<file path="config.mk">
export PLATFORM = sky130hd
export DESIGN_NAME = multicycle_ctrl
export DESIGN_NICKNAME = d
export VERILOG_FILES = /design/src/rtl/riscv_ctrl_pkg.sv /design/src/rtl/ctrl_decode.sv /design/src/rtl/multicycle_ctrl.sv
export SDC_FILE = /design/constraint.sdc
export NUM_CORES = 1
export LEC_CHECK = 0
export CAP_MARGIN = 5
export CORE_ASPECT_RATIO = 0.75
export CORE_MARGIN = 2
export CORE_UTILIZATION = 45
export CTS_CLUSTER_SIZE = 14
export DETAILED_ROUTE_END_ITERATION = 10
export GPL_TIMING_DRIVEN = 0
export PLACE_DENSITY = 0.8
export SLEW_MARGIN = 20
export SYNTH_ARGS = -nofsm -noshare
export SYNTH_HDL_FRONTEND = slang
export SYNTH_SLANG_ARGS = --single-unit
</file>
<file path="constraint.sdc">
create_clock -name clk -period 2.6 [get_ports clk]
set_input_delay 0.26 -clock clk [delete_from_list [all_inputs] [get_ports clk]]
set_output_delay 0.26 -clock clk [all_outputs]
set_load 0.05 [all_outputs]
</file>
<file path="src/rtl/riscv_ctrl_pkg.sv">
// Shared encodings for the RV32I multi-cycle control path: opcodes (also
// used by the immediate generator), FSM states, instruction classes and
// datapath select encodings.
package riscv_ctrl_pkg;

    localparam int unsigned OPC_W = 7;

    localparam logic [OPC_W-1:0] OPC_LOAD   = 7'b0000011;
    localparam logic [OPC_W-1:0] OPC_STORE  = 7'b0100011;
    localparam logic [OPC_W-1:0] OPC_BRANCH = 7'b1100011;
    localparam logic [OPC_W-1:0] OPC_JAL    = 7'b1101111;
    localparam logic [OPC_W-1:0] OPC_JALR   = 7'b1100111;
    localparam logic [OPC_W-1:0] OPC_OPIMM  = 7'b0010011;
    localparam logic [OPC_W-1:0] OPC_OP     = 7'b0110011;
    localparam logic [OPC_W-1:0] OPC_LUI    = 7'b0110111;
    localparam logic [OPC_W-1:0] OPC_AUIPC  = 7'b0010111;

    typedef enum logic [2:0] {
        ST_FETCH,
        ST_DECODE,
        ST_EXEC,
        ST_MEM,
        ST_WB,
        ST_TRAP
    } state_e;

    typedef enum logic [3:0] {
        CLS_LOAD,
        CLS_STORE,
        CLS_BRANCH,
        CLS_JAL,
        CLS_JALR,
        CLS_OPIMM,
        CLS_OP,
        CLS_LUI,
        CLS_AUIPC,
        CLS_ILLEGAL
    } instr_class_e;

    localparam logic [1:0] ALU_OP_ADD   = 2'd0;
    localparam logic [1:0] ALU_OP_BRCMP = 2'd1;
    localparam logic [1:0] ALU_OP_FUNCT = 2'd2;

    localparam logic [1:0] PC_SEL_PLUS4  = 2'd0;
    localparam logic [1:0] PC_SEL_BRANCH = 2'd1;
    localparam logic [1:0] PC_SEL_JALR   = 2'd2;

    localparam logic [1:0] SRC_A_RS1  = 2'd0;
    localparam logic [1:0] SRC_A_PC   = 2'd1;
    localparam logic [1:0] SRC_A_ZERO = 2'd2;

    localparam logic SRC_B_RS2 = 1'b0;
    localparam logic SRC_B_IMM = 1'b1;

    localparam logic [1:0] WB_SEL_ALU  = 2'd0;
    localparam logic [1:0] WB_SEL_LOAD = 2'd1;
    localparam logic [1:0] WB_SEL_PC4  = 2'd2;

endpackage

</file>
<file path="src/rtl/ctrl_decode.sv">
// Opcode classifier for the control FSM.
//   opcode_i  : ir_q[6:0]
//   cls_o     : instruction class
//   illegal_o : opcode not in the supported RV32I set
module ctrl_decode
    import riscv_ctrl_pkg::*;
(
    input  logic [OPC_W-1:0] opcode_i,
    output instr_class_e     cls_o,
    output logic             illegal_o
);

    always_comb begin
        cls_o = CLS_ILLEGAL;
        case (opcode_i)
            OPC_LOAD:   cls_o = CLS_LOAD;
            OPC_STORE:  cls_o = CLS_STORE;
            OPC_BRANCH: cls_o = CLS_BRANCH;
            OPC_JAL:    cls_o = CLS_JAL;
            OPC_JALR:   cls_o = CLS_JALR;
            OPC_OPIMM:  cls_o = CLS_OPIMM;
            OPC_OP:     cls_o = CLS_OP;
            OPC_LUI:    cls_o = CLS_LUI;
            OPC_AUIPC:  cls_o = CLS_AUIPC;
            default:    cls_o = CLS_ILLEGAL;
        endcase
        illegal_o = (cls_o == CLS_ILLEGAL);
    end

endmodule

</file>
<file path="src/rtl/multicycle_ctrl.sv">
// Multi-cycle RV32I control FSM: fetch into ir_q, then step through
// DECODE/EXEC/MEM/WB driving datapath selects and strobes; counts retired
// instructions and halts permanently on an illegal opcode.
//   clk, reset                   : clock, async active-high reset
//   imem_req/ready/rdata         : instruction fetch handshake
//   dmem_req/we/ready            : data access handshake
//   branch_taken                 : ALU compare result, used in EXEC
//   ir_q                         : instruction register
//   ir_we, pc_we, pc_sel         : IR / PC update controls
//   alu_src_a, alu_src_b, alu_op : ALU operand and operation selects
//   rf_we, wb_sel                : register-file write controls
//   halted                       : illegal opcode seen
//   instret                      : retired-instruction count
module multicycle_ctrl
    import riscv_ctrl_pkg::*;
#(
    parameter logic [31:0] NOP_INSTR = 32'h0000_0013,
    parameter int unsigned INSTRET_W = 32
) (
    input  logic                 clk,
    input  logic                 reset,
    output logic                 imem_req,
    input  logic                 imem_ready,
    input  logic [31:0]          imem_rdata,
    output logic                 dmem_req,
    output logic                 dmem_we,
    input  logic                 dmem_ready,
    input  logic                 branch_taken,
    output logic [31:0]          ir_q,
    output logic                 ir_we,
    output logic                 pc_we,
    output logic [1:0]           pc_sel,
    output logic [1:0]           alu_src_a,
    output logic                 alu_src_b,
    output logic [1:0]           alu_op,
    output logic                 rf_we,
    output logic [1:0]           wb_sel,
    output logic                 halted,
    output logic [INSTRET_W-1:0] instret
);

    state_e                state_q, state_d;
    logic [31:0]           ir_d;
    logic [INSTRET_W-1:0]  instret_q, instret_d;
    instr_class_e          cls;
    logic                  illegal;
    logic                  retire;

    ctrl_decode u_decode (
        .opcode_i  (ir_q[OPC_W-1:0]),
        .cls_o     (cls),
        .illegal_o (illegal)
    );

    // Next state and control outputs; outputs are forced low while reset is
    // asserted so requests drop without waiting for a clock edge.
    always_comb begin
        state_d   = state_q;
        ir_d      = ir_q;
        retire    = 1'b0;
        imem_req  = 1'b0;
        dmem_req  = 1'b0;
        dmem_we   = 1'b0;
        ir_we     = 1'b0;
        pc_we     = 1'b0;
        pc_sel    = PC_SEL_PLUS4;
        alu_src_a = SRC_A_RS1;
        alu_src_b = SRC_B_RS2;
        alu_op    = ALU_OP_ADD;
        rf_we     = 1'b0;
        wb_sel    = WB_SEL_ALU;
        halted    = 1'b0;

        case (state_q)
            ST_FETCH: begin
                imem_req = 1'b1;
                if (imem_ready) begin
                    ir_we   = 1'b1;
                    pc_we   = 1'b1;
                    pc_sel  = PC_SEL_PLUS4;
                    ir_d    = imem_rdata;
                    state_d = ST_DECODE;
                end
            end
            ST_DECODE: begin
                state_d = illegal ? ST_TRAP : ST_EXEC;
            end
            ST_EXEC: begin
                case (cls)
                    CLS_OP: begin
                        alu_src_a = SRC_A_RS1;
                        alu_src_b = SRC_B_RS2;
                        alu_op    = ALU_OP_FUNCT;
                    end
                    CLS_OPIMM: begin
                        alu_src_a = SRC_A_RS1;
                        alu_src_b = SRC_B_IMM;
                        alu_op    = ALU_OP_FUNCT;
                    end
                    CLS_LUI: begin
                        alu_src_a = SRC_A_ZERO;
                        alu_src_b = SRC_B_IMM;
                    end
                    CLS_AUIPC: begin
                        alu_src_a = SRC_A_PC;
                        alu_src_b = SRC_B_IMM;
                    end
                    CLS_LOAD, CLS_STORE: begin
                        alu_src_a = SRC_A_RS1;
                        alu_src_b = SRC_B_IMM;
                    end
                    CLS_BRANCH: begin
                        alu_src_a = SRC_A_RS1;
                        alu_src_b = SRC_B_RS2;
                        alu_op    = ALU_OP_BRCMP;
                        pc_we     = branch_taken;
                        pc_sel    = PC_SEL_BRANCH;
                    end
                    CLS_JAL: begin
                        pc_we  = 1'b1;
                        pc_sel = PC_SEL_BRANCH;
                    end
                    CLS_JALR: begin
                        pc_we  = 1'b1;
                        pc_sel = PC_SEL_JALR;
                    end
                    default: ;
                endcase
                if (cls == CLS_LOAD || cls == CLS_STORE) begin
                    state_d = ST_MEM;
                end else if (cls == CLS_BRANCH) begin
                    state_d = ST_FETCH;
                    retire  = 1'b1;
                end else begin
                    state_d = ST_WB;
                end
            end
            ST_MEM: begin
                dmem_req = 1'b1;
                dmem_we  = (cls == CLS_STORE);
                if (dmem_ready) begin
                    if (cls == CLS_STORE) begin
                        state_d = ST_FETCH;
                        retire  = 1'b1;
                    end else begin
                        state_d = ST_WB;
                    end
                end
            end
            ST_WB: begin
                rf_we   = 1'b1;
                retire  = 1'b1;
                state_d = ST_FETCH;
                if (cls == CLS_LOAD) begin
                    wb_sel = WB_SEL_LOAD;
                end else if (cls == CLS_JAL || cls == CLS_JALR) begin
                    wb_sel = WB_SEL_PC4;
                end
            end
            ST_TRAP: begin
                halted = 1'b1;
            end
            default: begin
                state_d = ST_FETCH;
            end
        endcase

        if (reset) begin
            imem_req  = 1'b0;
            dmem_req  = 1'b0;
            dmem_we   = 1'b0;
            ir_we     = 1'b0;
            pc_we     = 1'b0;
            pc_sel    = PC_SEL_PLUS4;
            alu_src_a = SRC_A_RS1;
            alu_src_b = SRC_B_RS2;
            alu_op    = ALU_OP_ADD;
            rf_we     = 1'b0;
            wb_sel    = WB_SEL_ALU;
            halted    = 1'b0;
        end
    end

    assign instret_d = retire ? (instret_q + INSTRET_W'(1)) : instret_q;
    assign instret   = instret_q;

    // State, instruction register and retire counter.
    always_ff @(posedge clk or posedge reset) begin
        if (reset) begin
            state_q   <= ST_FETCH;
            ir_q      <= NOP_INSTR;
            instret_q <= '0;
        end else begin
            state_q   <= state_d;
            ir_q      <= ir_d;
            instret_q <= instret_d;
        end
    end

endmodule

</file>
==> results.ini <==
[clock_tree]
postCtsSetupRepairBufs=0
clock_sinks=67
path_clk_slew_ps=80
cts_tree=done
clockRootBuffer=clkbuf_8
cts-hold-fix-buffers=0
cts.htree.levels=3
clockBufferDepth=2
cts-buffers-inserted=9
insertion_delay_ps=340

[pwr]
p_per_area_mw_per_mm2=1140
ir_worst_vdd_mv=1.24
p_total_uw=5680
leakage_uw=0.00209

[grt]
grt-ovfl-total=0
antenna_found_initial=0
grt_pass1_wl_mm=14.2
grtUsageTotal=0.218
grt_pass1_vias=2868
grt_max_degree=35

[critical_path]
crit_arrival_ps=2220
regToRegStartpoint=ir_q[6]
cp_max_fo=10
crit_path_start=state_q[2]
worstSetupEndpoint=pc_sel[0]
start_kind=flop
crit_path_end_kind=primary output
crit_type=reg -> out
r2r_slack_ps=480
r2r_end=instret[31]
critPathSlowestCell=clkdlybuf4s15_1
cp_data_required_time_ps=2340
crit_path_max_incr_delay_ps=540
ff2ff_path_depth=7
crit_chain=clkbuf_2, nor2_1, nand3b_1, nor4_4, clkdlybuf4s15_1

[place]
numPortBuffers=116
hpwl_mm=6.40
placed_cells_incl_taps=524
place_ws_ps=-396
gp_congestion=0.832

[synth]
synth_top_cell_area_share=0.476
synth_cells=305
ys_seq_area_frac=0.499
synth_seq_cells=67
synth_flop_cell=dfrtp_1
async_flop_share=1.00
yosysUniqueCellTypes=47
synth_area_leader_cell=dfrtp_1
synth_edf_count=0
yosys_warnings=0
synth.cell_area_mm2=0.00337
avgSynthCellArea_um2=11.0
synthTopCellsByArea=dfrtp_1 (48%), mux2_2 (11%), xor2_1 (5.7%)
syn-num-nets=343

[cells_and_area]
multi_input_area_mm2=0.00168
final_common_cell=clkdlybuf4s50_1
drive_above_1_share=0.226
syn2layout_area_growth_pct=48.1
regArea_mm2=0.00168
fillCellCount=606
diodes=0
final_cells=540
nNetsFinal=472
layout_common_cells=clkdlybuf4s50_1 (103), dfrtp_1 (64), mux2_2 (32)

[sta]
slew_violations=0
final-setup-viol-count=0
tns_ps=0
max_slew_margin=0.608
holdWs_ps=475
max_freq_mhz=403
skew_ps=15.7
tightest_slew_ps=587
rsz0062_at_grt=yes
final.min_clock_period_ps=2480
fin_ws_ps=118
hold_viol_final=0
period_share=0.955

[outcome]
status=finished, final reports clean

[floorplan]
core-area_mm2=0.00730
row_count=27
ioPinCount=117
initial_core_util=0.461
die_w_um=104
dieArea_mm2=0.00819
dieHeight_um=78.9

[routing]
drtIter0Drc=112
drt_pass1_iterations=6
route.vias.total=2866
postRouteAntennaNets=0
vias_per_cell=5.31
postRouteWirelength_mm=8.66
wl_per_cell_um=16.0
route.detailed.drc=0

[flow_run]
maxCapViolCount=0

[hold_path]
hp-start=instret[31]
hold_class=reg -> reg

==> routing by layer <==
metal,up-vias,share of wire,global-route usage
li1,1358,-,-
met1,1403,0.44,0.274
met2,101,0.47,0.343
met3,4,0.087,0.100
met4,0,0.0055,0.0595
met5,-,0,0
==> Yosys cell counts, types with 5 or more instances <==
cell type	number
nor2b_1	8
nor2_1	20
o211ai_1	6
nand2b_1	5
buf_2	5
clkbuf_1	9
dfrtp_1	64
nor3_1	11
nand2_1	22
nand4_1	13
mux2_2	32
and3_1	5
xnor2_1	11
xor2_1	22
nand3_1	15
nor4_2	7
==> critical path: cells and delay by family, from the launching register on <==
| family | cells | cell delay [ps] |
|---|---|---|
| buffers and inverters | 2 | 780 |
| and+or+nand+nor | 3 | 690 |
| DFF | 1 | 420 |
==> cell type report <==
type | instances | share of cell area
inverter | 4 | 0.00377
multi-input combinational | 217 | 0.338
sequential | 67 | 0.337
clock buffer | 10 | 0.0256
timing repair buffer | 118 | 0.238
clock inverter | 6 | 0.0131
buffer | 17 | 0.0191
tap | 101 | 0.0254
==> worst min path at each step <==
stage / endpoint / depth (start not counted)
6_report: instret[31] / 1
3_3_place_gp: instret[31] / 1
2_1_floorplan: instret[0] / 1
4_1_cts: instret[31] / 1
5_1_grt: instret[31] / 1
3_5_place_dp: instret[31] / 1
==> registers in the layout (all words and copies together), names as in the netlist <==
name and cells:
instret 32, ir_q 32, state_q 3
==> power breakdown <==
| group | total, µW | switching (µW) | internal [µW] |
|---|---|---|---|
| clock | 853 | 408 | 445 |
| combinational | 3180 | 2020 | 1160 |
| sequential | 1640 | 262 | 1380 |
==> cells by family (layout without fill, tap and decap cells) <==
family,count (synthesis),after routing,synth area share
AND/OR/NAND/NOR,128,128,0.225
flip-flops,67,67,0.499
XOR/XNOR,33,33,0.0859
multiplexers,32,32,0.107
AO/OA/AOI/OAI,23,23,0.0506
buffers and inverters,21,155,0.0286
adder cells (fa/ha/maj),1,1,0.00372
==> stage by stage <==
step / utilization / area [µm²]
6_report: 0.683 / 4980
5_1_grt: 0.683 / 4980
4_1_cts: 0.681 / 4970
3_5_place_dp: 0.654 / 4770
3_3_place_gp: 0.648 / 4730
2_1_floorplan: - / 3440
==> timing repair <==
action / 4_1_cts / 5_1_grt
gates resized for setup: 44 / 20
setup endpoints to repair: 14 / 9
pin swaps: 0 / 2
Note: power is estimated with default switching activity, not from simulation.
